<file path="src/rtl/number_entry_ctrl.sv">
// PS/2 set-2 keyboard front end that assembles a packed-BCD operand and commits it to regNumber.
// Optional keypad digit decoding is enabled with the NUMPAD_EN macro.
module number_entry_ctrl #(
    parameter int unsigned DIGITS = 8
) (
    input  logic        clk,
    input  logic        rst,
    input  logic        code_valid,
    input  logic [7:0]  code,
    output logic [31:0] x,
    output logic        flag,
    output logic [31:0] entry,
    output logic [3:0]  count,
    output logic        err
);

    localparam int unsigned DATA_W  = 32;
    localparam int unsigned COUNT_W = 4;
    localparam int unsigned ENTRY_W = 4 * DIGITS;

    localparam logic [DATA_W-1:0]  ENTRY_MASK = DATA_W'((33'd1 << ENTRY_W) - 33'd1);
    localparam logic [COUNT_W-1:0] COUNT_MAX  = COUNT_W'(DIGITS);

    localparam logic [7:0] BYTE_BREAK = 8'hF0;
    localparam logic [7:0] BYTE_EXT   = 8'hE0;
    localparam logic [7:0] KEY_ENTER  = 8'h5A;
    localparam logic [7:0] KEY_BKSP   = 8'h66;
    localparam logic [7:0] KEY_ESC    = 8'h76;

    typedef enum logic [1:0] {
        IDLE,
        BREAK,
        EXT,
        EXT_BREAK
    } state_t;

    state_t              state_q, state_d;
    logic [DATA_W-1:0]   entry_q, entry_d;
    logic [DATA_W-1:0]   x_q, x_d;
    logic [COUNT_W-1:0]  count_q, count_d;
    logic                flag_q, flag_d;
    logic                err_q, err_d;

    logic                release_key;
    logic                commit;
    logic [4:0]          dig;

    // Returns {is_digit, bcd_value} for a released key's scan code.
    function automatic logic [4:0] decode_digit(input logic [7:0] b);
        logic [4:0] r;
        r = 5'h00;
        case (b)
            8'h45: r = 5'h10;
            8'h16: r = 5'h11;
            8'h1E: r = 5'h12;
            8'h26: r = 5'h13;
            8'h25: r = 5'h14;
            8'h2E: r = 5'h15;
            8'h36: r = 5'h16;
            8'h3D: r = 5'h17;
            8'h3E: r = 5'h18;
            8'h46: r = 5'h19;
`ifdef NUMPAD_EN
            8'h70: r = 5'h10;
            8'h69: r = 5'h11;
            8'h72: r = 5'h12;
            8'h7A: r = 5'h13;
            8'h6B: r = 5'h14;
            8'h73: r = 5'h15;
            8'h74: r = 5'h16;
            8'h6C: r = 5'h17;
            8'h75: r = 5'h18;
            8'h7D: r = 5'h19;
`else
`endif
            default: r = 5'h00;
        endcase
        return r;
    endfunction

    // State and output registers.
    always_ff @(posedge clk) begin
        if (rst) begin
            state_q <= IDLE;
            entry_q <= '0;
            x_q     <= '0;
            count_q <= '0;
            flag_q  <= 1'b0;
            err_q   <= 1'b0;
        end else begin
            state_q <= state_d;
            entry_q <= entry_d;
            x_q     <= x_d;
            count_q <= count_d;
            flag_q  <= flag_d;
            err_q   <= err_d;
        end
    end

    // Prefix tracking, key actions and commit.
    always_comb begin
        state_d     = state_q;
        entry_d     = entry_q;
        x_d         = x_q;
        count_d     = count_q;
        flag_d      = 1'b0;
        err_d       = 1'b0;
        release_key = 1'b0;
        commit      = 1'b0;
        dig         = decode_digit(code);

        if (code_valid) begin
            unique case (state_q)
                IDLE: begin
                    if (code == BYTE_BREAK) begin
                        state_d = BREAK;
                    end else if (code == BYTE_EXT) begin
                        state_d = EXT;
                    end
                end
                BREAK: begin
                    if (code == BYTE_BREAK) begin
                        state_d = BREAK;
                    end else if (code == BYTE_EXT) begin
                        state_d = EXT;
                    end else begin
                        release_key = 1'b1;
                        state_d     = IDLE;
                    end
                end
                EXT: begin
                    state_d = (code == BYTE_BREAK) ? EXT_BREAK : IDLE;
                end
                EXT_BREAK: begin
                    state_d = IDLE;
                    commit  = (code == KEY_ENTER);
                end
                default: state_d = IDLE;
            endcase
        end

        if (release_key) begin
            if (dig[4]) begin
                if (count_q >= COUNT_MAX) begin
                    err_d = 1'b1;
                end else if (!(count_q == '0 && dig[3:0] == 4'h0)) begin
                    entry_d = ENTRY_MASK & {entry_q[DATA_W-5:0], dig[3:0]};
                    count_d = count_q + COUNT_W'(1);
                end
            end else if (code == KEY_BKSP) begin
                if (count_q != '0) begin
                    entry_d = entry_q >> 4;
                    count_d = count_q - COUNT_W'(1);
                end
            end else if (code == KEY_ESC) begin
                entry_d = '0;
                count_d = '0;
            end else if (code == KEY_ENTER) begin
                commit = 1'b1;
            end
        end

        if (commit) begin
            x_d     = entry_q;
            flag_d  = 1'b1;
            entry_d = '0;
            count_d = '0;
        end
    end

    assign x     = x_q;
    assign flag  = flag_q;
    assign entry = entry_q;
    assign count = count_q;
    assign err   = err_q;

endmodule
</file>
<file path="config.mk">
export PLATFORM = sky130hd
export DESIGN_NAME = number_entry_ctrl
export DESIGN_NICKNAME = d
export VERILOG_FILES = /design/src/rtl/number_entry_ctrl.sv
export SDC_FILE = /design/constraint.sdc
export NUM_CORES = 1
export LEC_CHECK = 0
export ABC_CLOCK_PERIOD_IN_PS = 3650
export CELL_PAD_IN_SITES_DETAIL_PLACEMENT = 0
export CELL_PAD_IN_SITES_GLOBAL_PLACEMENT = 1
export CORE_MARGIN = 3
export CORE_UTILIZATION = 40
export CTS_CLUSTER_SIZE = 30
export DETAILED_ROUTE_END_ITERATION = 10
export HOLD_SLACK_MARGIN = 0.05
export PLACE_DENSITY_LB_ADDON = 0.1
export SLEW_MARGIN = 20
export SYNTH_ARGS = -nofsm -noshare
export SYNTH_HDL_FRONTEND = slang
export SYNTH_SLANG_ARGS = --single-unit
</file>
<file path="constraint.sdc">
create_clock -name clk -period 3.65 [get_ports clk]
set_input_delay 0.73 -clock clk [delete_from_list [all_inputs] [get_ports clk]]
set_output_delay 0.73 -clock clk [all_outputs]
set_load 0.02 [all_outputs]
</file>
==> impl_metrics.tcl <==
set metrics [dict create \
    status "finished, final reports clean" \
    r2r_start "count[0]$_SDFFE_PP0P_" \
    hold_path.class "flip-flop to flip-flop" \
    dp.final_hpwl_um 6138 \
    fp.dieH_um 103.9 \
    clock_sinks 72 \
    rows 35 \
    end_kind "flip-flop" \
    fp.dieArea_um2 10790 \
    reg2reg_slack_ns 1.50 \
    crit_buf_inv 2 \
    busiest_layer "met2" \
    drt-wirelength-per-cell_um 15.10 \
    diodes 0 \
    worst_pin_slew_ns 0.4846 \
    cts_setup_buffers 0 \
    critical-path-top-delay-family "compound AO/OA/AOI/OAI gates" \
    cts_tree "yes" \
    met1_usage_pct 24.26 \
    synth_common_cells "nand2b_1 (74), dfxtp_1 (72), mux2i_1 (36), nor2_1 (36), a22oi_1 (25)" \
    ir_drop_v 0.0001546 \
    crit_path_start "code[6]" \
    crit_type "primary input to flip-flop" \
    clkTransAtPathRegs_ns 0.08 \
    cts_inserted_buffers 9 \
    io_pins 81 \
    worstSkewPairLatency_ns 0.35 \
    syn_nets 409 \
    grt_max_degree 70 \
    drt-initial-drc-count 131 \
    avgSynthCellArea_um2 9.702 \
    leakage_uw 0.001437 \
    path_depth 8 \
    ctsResizeCount 0 \
    wl_um 9059 \
    fin_util_pct 52.84 \
    start_kind "primary input" \
    ctsRootBufferMaster "clkbuf_8" \
    grt_util_met2_pct 25.44 \
    clockBufferDepth 2 \
    power.total_uw 1582 \
    synth_top_area_share_pct 37.61 \
    hold_violations 0 \
    netlist_instances 395 \
    globalplace.congestion 0.7903 \
    synth_most_common_cell "nand2b_1" \
    postRouteAntennaNets 0 \
    vias 3076 \
    slowest_stage "clkdlybuf4s50_1" \
    fin_crit_ns 2.935 \
    ys_types 57 \
    grt_pass1_wl_um 15350 \
    path_cells "clkdlybuf4s50_1 -> xor2_1 -> o2111ai_1 -> a41oi_1 -> o211a_2 -> buf_12 -> nor2_1 -> a211oi_1" \
    rsz0062_at_grt "false" \
    grt-ovfl-total 0 \
    cpPeakStageDelay_ns 0.71 \
    r2r_end "entry[5]$_SDFFE_PP0P_" \
    timing.final.crit_share_pct 80.40 \
    ff2ff_path_depth 8 \
    core-area_um2 9284 \
    drive_gt1_share_pct 13.38 \
    async_reset_ff_share_pct 0 \
    setup_viol 0 \
    hold_slack_ns 0.4726 \
    synth_seq_area_share_pct 37.61 \
    slew_headroom_pct 67.69 \
    initial_utilization_pct 41.28 \
    synth_edf_count 0 \
    fmax_mhz 340.8 \
    h-tree-depth 3 \
    antenna_found_initial 0 \
    crit_fanout 39 \
    maxCapViolCount 0 \
    grt_util_met3_pct 3.849 \
    yosys_register_bits 72 \
    yosys-top-cells-area "dfxtp_1 (38%), nand2b_1 (12%), mux2i_1 (9.4%), a211oi_2 (7.5%), a22oi_1 (4.9%)" \
    grt_usage_pct 17.04 \
    yosys.area.top_type "dfxtp_1" \
    cp.required_ns 3.90 \
    netlist_area_um2 3832 \
    grt_pass1_vias 2990 \
    power_density_nw_per_um2 322.4 \
    post-route-drc-count 0 \
    skew_ns 0.01292 \
    die_x_um 103.9 \
    syn2layout_area_growth_pct 28.01 \
    vias_per_cell 5.127 \
    worstPathArrival_ns 3.19 \
    drt_first_pass_iters 4 \
    hold_buffers 0 \
    port-buffer-count 80 \
    endpoint "entry[5]$_SDFFE_PP0P_" \
    setup-tns-final_ns 0 \
    slew_viol_final 0 \
    synth_flop_cell "dfxtp_1" \
    ys_warn_count 0 \
    nets 480 \
]
[power breakdown]
group | internal [uW] | switching (uW) | leakage (uW)
clock | 389 | 321 | 0.000111
combinational | 39.7 | 47.4 | 0.000747
sequential | 785 | 0.0602 | 0.000580
total | 1210 | 368 | 0.00144
[stage by stage]
stage	cell area, um^2	instances	setup slack, ns
final	4906	600	0.7155
after global routing	4906	600	0.5147
after CTS	4906	600	0.7230
after detailed placement	4687	584	0.3704
after global placement	4687	584	0.4496
after floorplan	3832	395	1.152
[sequential cells by signal (all words and copies together) (netlist names)]
register  cells
count         4
err           1
x            32
flag          1
entry        32
state_q       2
[how the worst min path moves through the flow]
stage / startpoint / slack (ns) / cells after the start / to
final: x[7]$_SDFFE_PP0P_ / 0.47 / 2 / x[7]$_SDFFE_PP0P_
after floorplan: state_q[0]$_SDFFE_PP0P_ / 0.48 / 2 / state_q[0]$_SDFFE_PP0P_
after CTS: x[30]$_SDFFE_PP0P_ / 0.48 / 2 / x[30]$_SDFFE_PP0P_
after global routing: x[4]$_SDFFE_PP0P_ / 0.50 / 2 / x[4]$_SDFFE_PP0P_
after global placement: x[12]$_SDFFE_PP0P_ / 0.46 / 2 / x[12]$_SDFFE_PP0P_
after detailed placement: x[27]$_SDFFE_PP0P_ / 0.46 / 2 / x[27]$_SDFFE_PP0P_
[layout by cell type (no fill, tap or decap), drive strengths merged, types with 3 or more instances in the layout]
cell type	instances
nand2	11
ha	3
a22oi	25
mux2i	36
clkbuf	10
o21ai	6
buf	13
inv	8
a211oi	28
nand2b	74
clkdlybuf4s50	79
a21oi	14
clkinv	3
or3	3
nor2	36
dfxtp	72
nor4bb	3
[cell type report]
cell class                      count  area (um^2)
Clock buffer                       10        127.6
Multi-Input combinational cell    284         2135
Tap cell                          129        161.4
Clock inverter                      6        91.34
Sequential cell                    72         1441
Timing Repair Buffer               92        923.4
Fill cell                         873         4378
Inverter                            7        26.28
[routing by layer]
| metal | vias up | wire length, um |
|---|---|---|
| li1 | 1556 | - |
| met1 | 1438 | 4435 |
| met2 | 72 | 4017 |
| met3 | 10 | 493 |
| met4 | 0 | 112 |
| met5 | - | 0 |
[kinds of logic after synthesis]
family	count (synthesis)	share of synthesized area [%]
multiplexers	37	9.794
AO/OA/AOI/OAI	94	21.68
adder cells (fa/ha/maj)	3	0.9795
flip-flops	72	37.61
XOR/XNOR	2	0.6531
buffers and inverters	39	6.824
AND/OR/NAND/NOR	148	22.46
[worst register-to-register path, cell delays in order, from the launching register on]
cell      delay [ns]
dfxtp_1         0.43
inv_1           0.11
ha_1            0.23
a311o_1         0.32
o221ai_1        0.09
o211a_2         0.35
buf_12          0.26
nor2_1          0.07
a211oi_1        0.20
Note: power is estimated with default switching activity, not from simulation.
